### src/rtl/ifetch_unit_pkg.sv
// rtl/ifetch_unit_pkg.sv - shared widths, constants and fetch-queue entry type for the fetch unit
package ifetch_unit_pkg;

    localparam int XLEN          = 32;
    localparam int INSTR_WIDTH   = 32;
    localparam int FETCH_Q_DEPTH = 2;

    localparam logic [XLEN-1:0]        RESET_PC_DEF = 32'h0000_0000;
    localparam logic [INSTR_WIDTH-1:0] NOP_INSTR    = 32'h0000_0013;

    typedef struct packed {
        logic [XLEN-1:0]        pc;
        logic [INSTR_WIDTH-1:0] instr;
    } fetch_entry_t;

    function automatic logic [XLEN-1:0] align_pc(input logic [XLEN-1:0] pc);
        return {pc[XLEN-1:2], 2'b00};
    endfunction

endpackage

### src/rtl/ifetch_unit_fetch_queue.sv
// rtl/ifetch_unit_fetch_queue.sv - synchronous FIFO with flush and occupancy count
module ifetch_unit_fetch_queue #(
    parameter int WIDTH = 64,
    parameter int DEPTH = 2
) (
    input  logic                       clk,
    input  logic                       rst,
    input  logic                       flush,
    input  logic                       push,
    input  logic [WIDTH-1:0]           wr_data,
    input  logic                       pop,
    output logic [WIDTH-1:0]           rd_data,
    output logic [$clog2(DEPTH):0]     count
);

    localparam int PW = $clog2(DEPTH);
    localparam int CW = PW + 1;

    logic [WIDTH-1:0] mem_q [DEPTH];
    logic [PW-1:0]    wr_ptr_q, wr_ptr_d;
    logic [PW-1:0]    rd_ptr_q, rd_ptr_d;
    logic [CW-1:0]    count_q, count_d;

    always_comb begin
        wr_ptr_d = wr_ptr_q;
        rd_ptr_d = rd_ptr_q;
        count_d  = count_q;
        if (flush) begin
            wr_ptr_d = '0;
            rd_ptr_d = '0;
            count_d  = '0;
        end else begin
            if (push) wr_ptr_d = wr_ptr_q + PW'(1);
            if (pop)  rd_ptr_d = rd_ptr_q + PW'(1);
            count_d = count_q + CW'(push) - CW'(pop);
        end
    end

    always_ff @(posedge clk or posedge rst) begin
        if (rst) begin
            wr_ptr_q <= '0;
            rd_ptr_q <= '0;
            count_q  <= '0;
        end else begin
            wr_ptr_q <= wr_ptr_d;
            rd_ptr_q <= rd_ptr_d;
            count_q  <= count_d;
        end
    end

    // Storage needs no reset: rd_data is only meaningful while count is non-zero.
    always_ff @(posedge clk) begin
        if (push && !flush) mem_q[wr_ptr_q] <= wr_data;
    end

    assign rd_data = mem_q[rd_ptr_q];
    assign count   = count_q;

endmodule

### src/rtl/ifetch_unit.sv
// rtl/ifetch_unit.sv - PC owner issuing one imem read per cycle under queue credit, with redirect flush
module ifetch_unit
    import ifetch_unit_pkg::*;
#(
    parameter logic [XLEN-1:0] RESET_PC   = RESET_PC_DEF,
    parameter int              FIFO_DEPTH = FETCH_Q_DEPTH,
    parameter int              IMEM_AW    = 10
) (
    input  logic                   clk,
    input  logic                   rst,
    output logic                   imem_req,
    output logic [IMEM_AW-1:0]     imem_addr,
    input  logic [INSTR_WIDTH-1:0] imem_rdata,
    input  logic                   redirect,
    input  logic [XLEN-1:0]        redirect_pc,
    output logic                   out_valid,
    input  logic                   out_ready,
    output logic [INSTR_WIDTH-1:0] out_instr,
    output logic [XLEN-1:0]        out_pc
);

    localparam int CW = $clog2(FIFO_DEPTH) + 1;
    localparam int SW = CW + 1;

    logic [XLEN-1:0] pc_q, pc_d;
    logic [XLEN-1:0] req_pc_q, req_pc_d;
    logic            inflight_q, inflight_d;
    logic [XLEN-1:0] issue_pc;
    logic [SW-1:0]   credit_use;
    logic            push, pop, handshake;
    logic [CW-1:0]   q_count;
    fetch_entry_t    wr_entry, rd_entry;

    always_comb begin
        issue_pc   = redirect ? align_pc(redirect_pc) : pc_q;
        handshake  = out_valid & out_ready;
        // A redirect voids the pop: the flush already discards the head.
        pop        = handshake & !redirect;
        push       = inflight_q & !redirect;
        credit_use = SW'(q_count) + SW'(inflight_q) - SW'(handshake);
        imem_req   = !rst && (redirect || (credit_use < SW'(FIFO_DEPTH)));
        imem_addr  = issue_pc[IMEM_AW+1:2];
        pc_d       = imem_req ? issue_pc + XLEN'(4) : pc_q;
        req_pc_d   = imem_req ? issue_pc : req_pc_q;
        inflight_d = imem_req;
        wr_entry   = '{pc: req_pc_q, instr: imem_rdata};
    end

    always_ff @(posedge clk or posedge rst) begin
        if (rst) begin
            pc_q       <= RESET_PC;
            req_pc_q   <= '0;
            inflight_q <= 1'b0;
        end else begin
            pc_q       <= pc_d;
            req_pc_q   <= req_pc_d;
            inflight_q <= inflight_d;
        end
    end

    ifetch_unit_fetch_queue #(
        .WIDTH ($bits(fetch_entry_t)),
        .DEPTH (FIFO_DEPTH)
    ) u_fetch_queue (
        .clk     (clk),
        .rst     (rst),
        .flush   (redirect),
        .push    (push),
        .wr_data (wr_entry),
        .pop     (pop),
        .rd_data (rd_entry),
        .count   (q_count)
    );

    always_comb begin
        out_valid = (q_count != '0);
        out_instr = out_valid ? rd_entry.instr : NOP_INSTR;
        out_pc    = out_valid ? rd_entry.pc : '0;
    end

endmodule

### config.mk
export PLATFORM = sky130hd
export DESIGN_NAME = ifetch_unit
export DESIGN_NICKNAME = d
export VERILOG_FILES = /design/src/rtl/ifetch_unit_pkg.sv /design/src/rtl/ifetch_unit_fetch_queue.sv /design/src/rtl/ifetch_unit.sv
export SDC_FILE = /design/constraint.sdc
export NUM_CORES = 1
export LEC_CHECK = 0
export BUFFER_PORTS_ARGS = -buffer_cell sky130_fd_sc_hd__clkbuf_2
export CORE_ASPECT_RATIO = 1.75
export CORE_UTILIZATION = 57
export CTS_CLUSTER_SIZE = 25
export DETAILED_ROUTE_END_ITERATION = 6
export GPL_ROUTABILITY_DRIVEN = 0
export PLACE_DENSITY = 0.82
export SYNTH_ARGS = -nofsm -noshare
export SYNTH_HDL_FRONTEND = slang
export SYNTH_SLANG_ARGS = --single-unit
### constraint.sdc
create_clock -name clk -period 4.76 [get_ports clk]
set_clock_uncertainty 0.05 [all_clocks]
set_input_delay 0.714 -clock clk [delete_from_list [all_inputs] [get_ports clk]]
set_output_delay 0.714 -clock clk [all_outputs]
set_load 0.01 [all_outputs]
# --- Yosys cells after proc, flatten, opt, wreduce, memory -nomap -nowiden ---
# Memories as Yosys holds them, arrays and structs flattened.
# Cells that the tools add are included.
classes:
  add_sub_neg: 7
  magnitude_cmp: 1
  mux: 10
  bitwise_logic: 3
  reduce_logical: 8
op_table:
  columns: ["cell", "n"]
  rows:
  - ["32-bit 2-to-1 mux", 3]
  - ["32-bit by 3-bit adder with 32-bit output (second input constant)", 1]
  - ["1-bit 2-to-1 mux", 6]
  - ["2-bit nonzero test", 3]
  - ["2-bit by 1-bit adder with 3-bit output", 1]
  - ["1-bit AND", 3]
  - ["3-bit by 2-bit less-than comparator with 1-bit output (second input constant)", 1]
  - ["3-bit by 1-bit subtractor with 3-bit output", 1]
  - ["1-bit adder (second input constant)", 2]
  - ["2-bit by 1-bit adder with 2-bit output", 1]
  - ["1-bit logical AND", 2]
  - ["1-bit zero test", 2]
  - ["2-bit 2-to-1 mux", 1]
  - ["2-bit by 1-bit subtractor with 2-bit output", 1]
  - ["1-bit logical OR", 1]
totals:
  ff_bits: 69
  ramBits: 128
  in_bits: 68
  output_inout_bits: 76
  elab_cells: 36
  memories: 1
memory_table:
  columns: ["name", "words", "word_bits", "rd", "rd_ports_with_merged_regs", "wr", "line_no", "rtl"]
  rows:
  - ["u_fetch_queue.mem_q", 2, 64, 1, 0, 1, "ifetch_unit_fetch_queue.sv:19", "logic [WIDTH-1:0] mem_q [DEPTH];"]

# --- Longest topological paths before layout ---
# Gate-level depths: netlist of the first run.
depth:
  word_depth: 6
  ltp_mapped: 12
  depth_no_buf: 11

# --- Hierarchy ---
# Synthesis of the first run repeated with hierarchy kept, for this count alone.
hier_totals:
  cells_unflattened: 731
  area_unflattened_um2: 9326.4
modules_own_cells:
  columns: ["module", "instances", "cells_each", "area_each_um2", "seq_area_each_um2"]
  rows:
  - ["ifetch_unit_fetch_queue", 1, 217, 5034.8, 3943.8]
  - ["ifetch_unit", 1, 514, 4291.6, 1526.5]

# --- Least setup slack after synthesis of the first run ---
# OpenSTA, ideal clock, no wires.
synth_timing:
  kind: "input port to flip-flop"
  from: "input port redirect"
  to: "memory u_fetch_queue.mem_q[0][0], enable pin"
  setup_time_ns: 0.490
  arrival_ns: 4.293
  required_ns: 4.220
  setup_slack_ns: -0.072
  stages: 6
  path_buffers: 4
  path_cell_list: "buf_2 buf_2 buf_2 buf_2 nor2b_1 nor2b_1"
synth_between:
  elab_chain_len: 5
synth_rtl:
  columns: ["item", "line_no", "rtl"]
  rows:
  - ["from (decl)", "ifetch_unit.sv:14", "input logic redirect,"]
  - ["1-bit zero test *", "ifetch_unit_fetch_queue.sv:53, ifetch_unit.sv:39", null]
  - ["1-bit AND", "ifetch_unit.sv:39", "push = inflight_q & !redirect;"]
  - ["1-bit logical AND *", "ifetch_unit_fetch_queue.sv:53", "if (push && !flush) mem_q[wr_ptr_q] <= wr_data;"]
  - ["1-bit 2-to-1 mux *", "ifetch_unit_fetch_queue.sv:53", null]
  - ["1-bit 2-to-1 mux (implied by the code) *", "ifetch_unit_fetch_queue.sv:53", null]
  - ["to (decl)", "ifetch_unit_fetch_queue.sv:19", null]
# Mark *: on every way between the ends. The rest lies on a longest branch, timed or not.

# --- Worst setup path after layout of the first run ---
layout_timing:
  from: "register u_fetch_queue.count_q[1], in the netlist u_fetch_queue.count[1]"
  to: "output port imem_req"
layout_between:
  elab_chain_len: 6
  word_cells_on_any_way: 7
  cone_classes: "add/sub: 2; order compare: 1; bitwise: 1; reduce/logical: 3"
layout_rtl:
  columns: ["item", "line_no", "rtl"]
  rows:
  - ["from (decl)", "ifetch_unit_fetch_queue.sv:22", "logic [CW-1:0] count_q, count_d;"]
  - ["from (signal assigned)", "ifetch_unit_fetch_queue.sv:47", "count_q <= count_d;"]
  - ["parallel branches: the longest is 2 deep, another holds 2-bit by 1-bit adder with 3-bit output", null, null]
  - ["3-bit by 1-bit subtractor with 3-bit output *", "ifetch_unit.sv:40", "credit_use = SW'(q_count) + SW'(inflight_q) - SW'(handshake);"]
  - ["3-bit by 2-bit less-than comparator with 1-bit output *", "ifetch_unit.sv:41", "imem_req = !rst && (redirect || (credit_use < SW'(FIFO_DEPTH)));"]
  - ["1-bit logical OR *", "ifetch_unit.sv:41", null]
  - ["1-bit logical AND *", "ifetch_unit.sv:41", null]
  - ["to (decl)", "ifetch_unit.sv:11", "output logic imem_req,"]
# Every way passes the cells marked *.

==> results.md, run 1 <==
- Outcome: completed
- Worst Hold Class: flop to flop
- Area Growth Syn to Fin: 15.3%
- DRT antenna net count: 0
- Placeable Area: 15300 um2
- CP Launch Type: flop
- Reg2reg setup slack: about 1.2 ns
- Syn_area_per_cell: 12.0 um2
- H-tree depth: 4
- WP data arrival: 3.06 ns
- Antenna violations before repair: 0
- Post-synth EDFFs: between 100 and 150
- CTS tree: built
- Tcrit/Tclk final: 80.3%
- Synth async-reset ratio: about a third
- Share of cells above drive strength 1: between 20% and 30%
- Worst reg-to-reg path cell count: 11
- Drt first pass iters: 5
- Fin Setup TNS: 0 ns
- Starting Density: 58.3%
- Routed vias/inst: 5.65
- CTS Buf Count: 17
- Ports: roughly 140
- Placement-stage cell area: a little under 10000 um2
- Die area: 16200 um2
- Hold path depth: 0
- Clk pin slew, worst setup/hold paths: 0.07 ns
- Mapped cell area: 8920 um2
- Reg-to-Reg End: pc_q[31]$_DFFE_PP0P_
- Via count: between 6000 and 7000
- Vias in the first global route: approximately 6000
- Count leader, synth: edfxtp_1
- Largest net degree at the start of global routing: 76
- Final hold vios: 0
- DP Worst Slack: 0.921 ns
- Global-route wire length before repair: approximately 29000 um
- Max frequency: 0.262 GHz
- PwrDens: 564 nW/um2
- PnR worst setup slack: 0.938 ns
- Area contributors post-synth: edfxtp_1 (42%), dfrtp_1 (18%), mux2i_1 (10%), nand2_1 (3.8%), nor2_1 (3.5%)
- Worst-Skew Late Latency: 0.43 ns
- Initial drt markers: 253
- Top cell type by total area after synthesis: edfxtp_1
- CTS sink cnt: 189
- CTS resizes: 0
- Synth top area share: a little over two fifths
- Fin crit period: 3.82 ns
- Hold-fix buffers at CTS: 0
- Worst-Margin Slew: about 1.1 ns
- DRC Markers: 0
- Chip width: 96.6 um
- Row Count: 60
- GRT overflow: 0
- Ys flop type: edfxtp_1
- CP max stage cell: clkinv_1
- Worst slew margin: roughly 28%
- Max-cap viol count: 0
- Port bufs: 139
- Worst path cell trace: and3_1 > o21ai_0 > fa_1 > xnor2_1 > a21oi_1 > or2_2 > clkinv_1 > clkbuf_2
- Clock buffer depth: 2
- Die height: around 170 um
- Critical Path RT: about 4 ns
- Synth cell count leaders: edfxtp_1 (124), mux2i_1 (92), nand2_1 (91)
- DP HPWL: around 12000 um
- Final instance area: roughly 10000 um2
- Synth warn: 0
- Nets: 936
- Setup Viol. Count Final: 0
- Count of cell types in the netlist: 65
- Worst R2R Start: u_fetch_queue.count[1]$_DFF_PP0_
- Synth Register Bits: approximately 190
- Routed WL: 17800 um
- Leak Pwr: between 4 and 5 nW
- Register area share after synthesis: about 60%
- Unrepaired setup endpoints after global routing: false
- Slowest cell delay on critical path: ~0.55 ns
- Endpoint class of the critical path: output port
- Crit path kind: flop to output port
- Crit path max fanout: 21
- Hold Path End: u_fetch_queue.mem_q[1][60]$_DFFE_PP_
- Total track usage: 23.1%
- # Post-CTS Setup Buffers: 0
- Slew Limit Fails: 0
- Fillers: between 1000 and 1500
- Peak supply drop: ~280 uV
- HP Start: req_pc_q[28]$_DFFE_PP0P_
- CTS root buf: clkbuf_16
- # diodes: 0
- Wirelength per Cell: 16.7 um
- Syn Inst Count: 745
-- worst max path at each step --
stage / startpoint / endpoint / depth (start not counted)
5_1_grt: u_fetch_queue.count[1]$_DFF_PP0_ / imem_req / 8
3_5_place_dp: out_ready / pc_q[31]$_DFFE_PP0P_ / 11
2_1_floorplan: redirect / u_fetch_queue.mem_q[0][0]$_DFFE_PP_ / 6
6_report: u_fetch_queue.count[1]$_DFF_PP0_ / imem_req / 8
3_3_place_gp: out_ready / pc_q[31]$_DFFE_PP0P_ / 11
4_1_cts: u_fetch_queue.count[1]$_DFF_PP0_ / imem_req / 8
-- state kept, by name, indices dropped and copies added, names as in the netlist --
signal                  flops
inflight_q                  1
pc_q                       30
u_fetch_queue.rd_ptr_q      1
req_pc_q                   30
u_fetch_queue.mem_q       124
u_fetch_queue.count         2
u_fetch_queue.wr_ptr_q      1
-- cells in the final DEF, fill, tap and decap left out, types with 5 or more instances in the layout --
cell type / count
a31oi_1: 10
xnor2_1: 8
buf_4: 8
o21ai_0: 41
edfxtp_1: 124
nand2_1: 91
inv_6: 5
dfrtp_1: 64
inv_1: 14
and3_1: 6
a22oi_1: 6
nor2_1: 83
nor2b_1: 5
clkbuf_16: 17
nand4b_1: 5
nor3_1: 5
a21oi_1: 14
nand3b_1: 6
nand2b_1: 13
nand4_1: 9
nand3_1: 11
xor2_1: 9
mux2i_1: 92
mux2_2: 12
clkbuf_2: 138
-- power by group --
group	leakage, nW	total [mW]	internal (mW)	switching (mW)
registers	1.92	2.68	2.28	0.396
clock network	0.278	1.38	0.741	0.641
logic	1.92	1.74	0.714	1.03
-- critical path, delay by kind of cell (launching register included) --
| kind | cells | cell delay [ns] |
|---|---|---|
| DFF | 1 | 0.51 |
| xor gates and xnor gates | 1 | 0.13 |
| buffers and inverters | 2 | 0.88 |
| and+or+nand+nor | 2 | 0.40 |
| adders and majority gates | 1 | 0.40 |
| AOI/OAI and AO/OA | 2 | 0.31 |
-- per-layer routing --
| layer | global-route usage [%] | wire length (um) | part of all wire, % | up-vias |
|---|---|---|---|---|
| met3 | 3.81 | 752 | 4.2 | 34 |
| met1 | 26.6 | 6690 | 38 | 2879 |
| met5 | 0 | 0 | 0 | - |
| met2 | 41.6 | 9810 | 55 | 181 |
| met4 | 8.95 | 499 | 2.8 | 0 |
| li1 | - | - | - | 2914 |
-- stage by stage --
step	total power, mW	utilization, %	std cells	hold WS (ns)
floorplan	3.84	-	746	0.392
global placement	4.38	63.4	1031	0.398
detailed placement	4.47	63.4	1031	0.412
CTS	5.84	67.2	1063	0.414
global route	6.16	67.2	1063	0.419
finish	5.80	67.2	1063	0.422
-- kinds of logic (layout without fill, tap and decap cells) --
logic type	Yosys count	after routing	synth area share (%)
buf+inv	66	197	3.59
mux	105	105	12.0
flops	189	189	60.0
compound gates	103	103	7.61
other cells	1	2	0.0420
fa+ha+maj	4	4	0.645
simple gates	260	260	14.5
xor+xnor	17	17	1.67
-- area by class of cell --
cell class,count,area [um2],area share [%]
Timing Repair Buffer,149,796,7.73
Clock inverter,15,150,1.46
Sequential cell,189,5350,52.0
Tap cell,186,233,2.26
Clock buffer,17,425,4.13
Multi-Input combinational cell,491,3270,31.8
Inverter,16,60.1,0.584
Note: power is estimated with default switching activity, not from simulation.
==> run 2, diff against run 1 <==
Settings changed: CORE_UTILIZATION 57 to 51, PLACE_DENSITY 0.82 to 0.78.
Clock period 4.76 ns to 3.37 ns, I/O delays scaled along.
==> run 2 against run 1 <==
Sequential cell count did not move. Clock-buffer cell count up 2. Wire length rose by 2.1%. Sequential share of layout area down 1.1 points. Via count up 0.67%.
==> results.md, run 2 (same netlist as run 1, synthesis figures left out) <==
- Outcome: completed
- Antenna violations before repair: 1 (+1)
- Clock buffer depth: 2 (unchanged)
- Setup Viol. Count Final: 0 (unchanged)
- Routed vias/inst: 5.40 (-4.5%)
- Peak supply drop: 389 uV (+37%)
- DRT antenna net count: 0 (unchanged)
- Largest register FFs: 124 (unchanged)
- WP data arrival: 2.69 ns (-0.37 ns)
- CP delay by family, top: buffers and inverters
- Worst reg-to-reg path cell count: 12 (+1)
- Worst slew margin: 56.2% (+28 points)
- CP max stage cell: dfrtp_1
- Vias in the first global route: 5976 (+0.39%)
- Most frequent cells in the layout: clkbuf_2 (138), edfxtp_1 (124), mux2i_1 (92), nand2_1 (91), nor2_1 (83)
- DP Worst Slack: 0.294 ns (-0.627 ns)
- Chip width: 102 um (+5.6%)
- Routed WL: 18100 um (+2.1%)
- Wirelength per Cell: 16.2 um (-3.1%)
- Post-Route Utilization: 61.8% (-5.4 points)
- Crit path kind: flop to output port
- Worst Hold Class: input port to flop
- H-tree depth: 4 (unchanged)
- Fin crit period: 3.25 ns
- Die area: 18100 um2 (+12%)
- CTS tree: built
- CTS Buf Count: 17 (unchanged)
- CP Launch Type: flop
- Row Count: 63 (+5.0%)
- Max frequency: 0.308 GHz
- Area Growth Syn to Fin: 17.8%
- Crit path buf inv count: 4 (+2)
- Fin Setup TNS: 0 ns (unchanged)
- Die height: 177 um (+5.7%)
- Worst-Skew Late Latency: 0.42 ns (about the same)
- Initial drt markers: 420 (+66%)
- Hold path depth: 1 (+1)
- Slew Limit Fails: 0 (unchanged)
- HP Start: imem_rdata[12]
- Leak Pwr: 4.22 nW (+2.4%)
- Global-route wire length before repair: 28900 um (+1.4%)
- Starting Density: 52.4% (-5.9 points)
- Top flop regs: u_fetch_queue.mem_q (124), pc_q (30), req_pc_q (30)
- # Post-CTS Setup Buffers: 0 (unchanged)
- CTS sink cnt: 189 (unchanged)
- Crit path max fanout: 45 (+110%)
- Max-cap viol count: 0 (unchanged)
- Worst-Margin Slew: 0.657 ns (-0.421 ns)
- GRT overflow: 0 (unchanged)
- Fillers: 1401 (+19%)
- Placeable Area: 17000 um2 (+11%)
- Slowest cell delay on critical path: 0.40 ns (-0.15 ns)
- Nets: 952 (+1.7%)
- Clk pin slew, worst setup/hold paths: 0.07 ns (about the same)
- Port bufs: 139 (unchanged)
- CTS root buf: clkbuf_16
- Ports: 144 (unchanged)
- Crit path depth: 10 (+2)
- Final instance area: 10500 um2 (+2.2%)
- Worst R2R Start: u_fetch_queue.count[0]$_DFF_PP0_
- Total track usage: 21.2% (-1.9 points)
- Endpoint class of the critical path: output port
- DRC Markers: 0 (unchanged)
- Worst path cell trace: inv_1 > and3_1 > o21ai_0 > fa_1 > xnor2_1 > a21oi_1 > or2_2 > clkinv_1 > buf_12 > clkbuf_2
- DP HPWL: 12700 um (+1.8%)
- Via count: 6048 (+0.67%)
- Critical Path Source: u_fetch_queue.count[0]$_DFF_PP0_
- Final hold vios: 0 (unchanged)
- Share of cells above drive strength 1: 26.1% (+1.3 points)
- Placement-stage cell area: 9900 um2 (+1.9%)
- Reg2reg setup slack: 0.57 ns (-0.64 ns)
- Critical Path RT: 2.81 ns (-1.19 ns)
- Commonest non-fill, non-tap cell in the layout: clkbuf_2
- Top reg by flops: u_fetch_queue.mem_q
- Largest net degree at the start of global routing: 76 (unchanged)
- PwrDens: 789 nW/um2 (+40%)
- Drt first pass iters: 6 (+1)
- Tcrit/Tclk final: 96.4%
- Unrepaired setup endpoints after global routing: false
- PnR worst setup slack: 0.121 ns (-0.818 ns)
## run 2: cell count changes in the layout (fill, tap and decap cells not counted), sizes merged
cell	before	now
buf	11	26
inv	24	19
bufinv	1	3
clkbuf	155	157
clkinv	4	6
clkinvlp	2	1
diode	0	1
dlygate4sd3	0	1
## run 2: path summary, 6_finish.rpt
path | to
hold / removal | u_fetch_queue.mem_q[0][12]$_DFFE_PP_
max in group asynchronous | pc_q[28]$_DFFE_PP0P_
min in group asynchronous | pc_q[2]$_DFFE_PP0P_
setup reg to reg | pc_q[31]$_DFFE_PP0P_
setup / recovery | imem_req
hold reg to reg | u_fetch_queue.mem_q[0][39]$_DFFE_PP_
## run 2: power breakdown
| part | internal [mW] | total (mW) | switching (mW) | leakage [nW] |
|---|---|---|---|---|
| logic | 1.05 | 2.55 | 1.51 | 2.01 |
| registers | 3.23 | 3.72 | 0.496 | 1.92 |
| clock network | 1.18 | 2.02 | 0.842 | 0.293 |
## run 2: timing repair
action / CTS / global route
hold buffers: 1 / 0
resized for setup: 0 / 1
hold endpoints to repair: 9 / 0
setup endpoints to repair: 0 / 1
## run 2: final cells by class
class | count | area, um2 | area share (%)
tap | 227 | 284 | 2.70
clock buffer | 19 | 433 | 4.12
sequential | 189 | 5360 | 50.9
timing repair buffer | 165 | 943 | 8.97
antenna | 1 | 2.50 | 0.0238
multi-input combinational | 491 | 3270 | 31.1
clock inverter | 13 | 165 | 1.57
inverter | 16 | 60.1 | 0.571
## run 2: layer usage
metal	share of wire, %	wire length [um]	track usage, %	up-vias
li1	-	-	-	2949
met5	0	0	0	-
met2	54	9710	37.8	165
met3	4.2	767	3.79	39
met1	38	6980	23.6	2895
met4	3.8	682	11.2	0
## run 2: worst reg2reg max path: stages, from the launching register on
cell and delay (ns):
dfrtp_1 0.40, inv_1 0.10, and3_1 0.20, o21ai_0 0.12, fa_1 0.40, xnor2_1 0.14
a21oi_1 0.18, or2_2 0.17, clkinv_1 0.10, buf_12 0.19, and3_1 0.21, mux2_2 0.27
a211oi_2 0.18
## run 2: through the flow
| stage | hold slack [ns] | power [mW] | cells |
|---|---|---|---|
| after floorplan | 0.392 | 5.42 | 746 |
| after global placement | 0.399 | 6.25 | 1087 |
| after detailed placement | 0.408 | 6.35 | 1087 |
| after CTS | 0.206 | 8.38 | 1120 |
| after global routing | 0.200 | 8.84 | 1121 |
| final | 0.226 | 8.29 | 1121 |
==> run 3, diff against run 2 <==
--- a/config.mk
+++ b/config.mk
@@ -12,4 +12,6 @@
 export DETAILED_ROUTE_END_ITERATION = 6
 export GPL_ROUTABILITY_DRIVEN = 0
+export GPL_TIMING_DRIVEN = 0
+export HOLD_SLACK_MARGIN = 0.12
 export PLACE_DENSITY = 0.78
 export SYNTH_ARGS = -nofsm -noshare
--- a/constraint.sdc
+++ b/constraint.sdc
@@ -3,3 +3,3 @@
 set_input_delay 0.5055 -clock clk [delete_from_list [all_inputs] [get_ports clk]]
 set_output_delay 0.5055 -clock clk [all_outputs]
-set_load 0.01 [all_outputs]
+set_load 0.05 [all_outputs]
==> run 3 against run 2 <==
Final cell count grew 2.3%. Hold slack lost 0.0074 ns. Sequential power shrank 2%. The flow now finishes with violations (design-rule violations). Largest cell class unchanged. Non-clock buffer count grew 28. Fmax shrank 1.4%. Highest routed layer unchanged.
==> results.md, run 3 (same netlist as run 1, synthesis figures left out) <==
- Clock buffer depth: 2 (unchanged)
- Share of cells above drive strength 1: 25.4% (-0.66 points)
- GRT overflow: 0 (unchanged)
- Largest net degree at the start of global routing: 66 (-13%)
- Tcrit/Tclk final: 97.8% (+1.4 points)
- Top reg by flops: u_fetch_queue.mem_q
- Part of the power in the clock network: 21.0% (-3.3 points)
- CP Launch Type: input port
- Critical Path RT: 3.62 ns (+0.81 ns)
- CTS sink cnt: 189 (unchanged)
- Worst-Skew Late Latency: 0.43 ns (about the same)
- Most frequent cells in the layout: clkbuf_2 (139), edfxtp_1 (124), mux2i_1 (92), nand2_1 (91), nor2_1 (84)
- Post-Route Utilization: 62.7% (+0.90 points)
- DRC Markers: 6 (+6)
- Leak Pwr: 4.28 nW (+1.4%)
- CTS root buf: clkbuf_16
- Net Sw Frac: 42.3% (+8.0 points)
- Ports: 144 (unchanged)
- Int Power: 5.58 mW (+2.3%)
- Commonest non-fill, non-tap cell in the layout: clkbuf_2
- Final hold vios: 0 (unchanged)
- CTS Buf Count: 17 (unchanged)
- Final Power: 9.67 mW (+17%)
- Routed WL: 20500 um (+13%)
- Hold-fix buffers at CTS: 0 (-1)
- Row Count: 63 (unchanged)
- Outcome: complete, but fails checks
- Die height: 177 um (unchanged)
- Setup Viol. Count Final: 0 (unchanged)
- Starting Density: 52.4% (unchanged)
- Endpoint class of the critical path: flop
- Max-cap viol count: 0 (unchanged)
- # diodes: 0 (-1)
- Initial drt markers: 411 (-2.1%)
- Crit path kind: input port to flop
- Comb pwr share: 41.4% (+11 points)
- Max frequency: 0.303 GHz (-1.4%)
- Placeable Area: 17000 um2 (unchanged)
- Global-route wire length before repair: 31600 um (+9.1%)
- Crit path max fanout: 10 (-78%)
- WP data arrival: 3.55 ns (+0.86 ns)
- Worst slew margin: 44.8% (-11 points)
- PwrDens: 906 nW/um2 (+15%)
- Vias in the first global route: 6268 (+4.9%)
- Fin Setup TNS: 0 ns (unchanged)
- Sw power: 4.09 mW (+44%)
- Worst Hold Class: input port to flop
- Drt first pass iters: 7 (+1)
- CP max stage cell: nor4b_4
- Largest register FFs: 124 (unchanged)
- Peak supply drop: 448 uV (+15%)
- Antenna violations before repair: 0 (-1)
- Clk pin slew, worst setup/hold paths: 0.06 ns (about the same)
- Port bufs: 139 (unchanged)
- Worst-Margin Slew: 0.828 ns (+0.171 ns)
- DP HPWL: 15000 um (+18%)
- CTS tree: built
- Failing checks: design-rule violations
- Worst path cell trace: clkbuf_2 > buf_2 > buf_4 > buf_4 > buf_4 > mux2_2 > ha_1 > a21boi_4 > nand3_4 > nor4b_4 > mux2_1 > a221o_1
- Die area: 18100 um2 (unchanged)
- Slew Limit Fails: 0 (unchanged)
- Slowest cell delay on critical path: 0.39 ns (about the same)
- Top flop regs: u_fetch_queue.mem_q (124), pc_q (30), req_pc_q (30)
- Chip width: 102 um (unchanged)
- Nets: 980 (+2.9%)
- DRT antenna net count: 0 (unchanged)
- Sequential Power Share: 37.5% (-7.4 points)
- Total track usage: 23.6% (+2.4 points)
- Via count: 6369 (+5.3%)
- Most frequent CP cell: buf_4
- Fin crit period: 3.30 ns (+0.0460 ns)
- Routed vias/inst: 5.55 (+2.9%)
- Hold Slack: 0.219 ns (-0.00739 ns)
- Area Growth Syn to Fin: 19.6%
- H-tree depth: 4 (unchanged)
- Wirelength per Cell: 17.8 um (+10%)
==> run 3: cell types whose count changed in the layout (fill, tap and decap cells not counted), sizes merged <==
cell and delta:
clkinv +2, buf +5, inv -4, clkinvlp +1
diode -1, dlygate4sd3 -1, clkbuf +23, bufinv +1
==> run 3: metrics by stage <==
step / std cells / worst slack (ns) / instance area, um2
2_1_floorplan: 746 / 0.0795 / 8930
3_3_place_gp: 1112 / -1.09 / 9910
3_5_place_dp: 1114 / -0.862 / 9970
4_1_cts: 1145 / 0.000699 / 10600
5_1_grt: 1147 / -0.00280 / 10700
6_report: 1147 / 0.0748 / 10700
==> run 3: timing repair <==
item / 4_1_cts / 5_1_grt
buffers inserted: 0 / 3
hold endpoints to repair: 0 / 0
setup endpoints to repair: 7 / 9
resized for setup: 19 / 5
==> run 3: power by group through the flow <==
stage / combinational [mW] / clock [mW] / sequential, mW
finish: 4.00 / 2.04 / 3.63
global route: 4.34 / 2.15 / 3.69
CTS: 4.04 / 2.07 / 3.62
detailed placement: 3.98 / 0 / 3.66
global placement: 3.88 / 0 / 3.63
floorplan: 3.03 / 0 / 3.54
==> run 3: path summary, 6_finish.rpt <==
check                                                      start                                   end  slack (ns)  cells past startpoint
worst max-delay path                                    redirect                  pc_q[28]$_DFFE_PP0P_        0.07                     12
worst min-delay path                              imem_rdata[25]  u_fetch_queue.mem_q[1][25]$_DFFE_PP_        0.22                      1
worst max register to register  u_fetch_queue.count[0]$_DFF_PP0_                   pc_q[7]$_DFFE_PP0P_        0.40                     11
worst min register to register          req_pc_q[28]$_DFFE_PP0P_  u_fetch_queue.mem_q[1][60]$_DFFE_PP_        0.42                      0
max in group asynchronous                                    rst      u_fetch_queue.count[1]$_DFF_PP0_        2.46                      2
min in group asynchronous                                    rst                  pc_q[17]$_DFFE_PP0P_        0.24                      2
==> run 3: final cells by class <==
class | count | area (um2)
fill | 1395 | 6360
sequential | 189 | 5350
multi-input combinational | 491 | 3300
timing repair buffer | 144 | 782
clock buffer | 18 | 429
buffer | 49 | 285
tap | 227 | 284
clock inverter | 13 | 174
inverter | 16 | 67.6
==> run 3: per-layer routing <==
layer | wire, um | track usage [%]
met1 | 7090 | 24.0
met2 | 11100 | 41.9
met3 | 1130 | 4.70
met4 | 1180 | 17.2
met5 | 0 | 0
==> run 3: worst max-delay path, delay by kind of cell <==
family	cells	cell delay [ns]
muxes	2	0.57
adders and majority gates	1	0.20
buffers and inverters	5	1.12
AOI/OAI and AO/OA	2	0.57
and+or+nand+nor	2	0.56
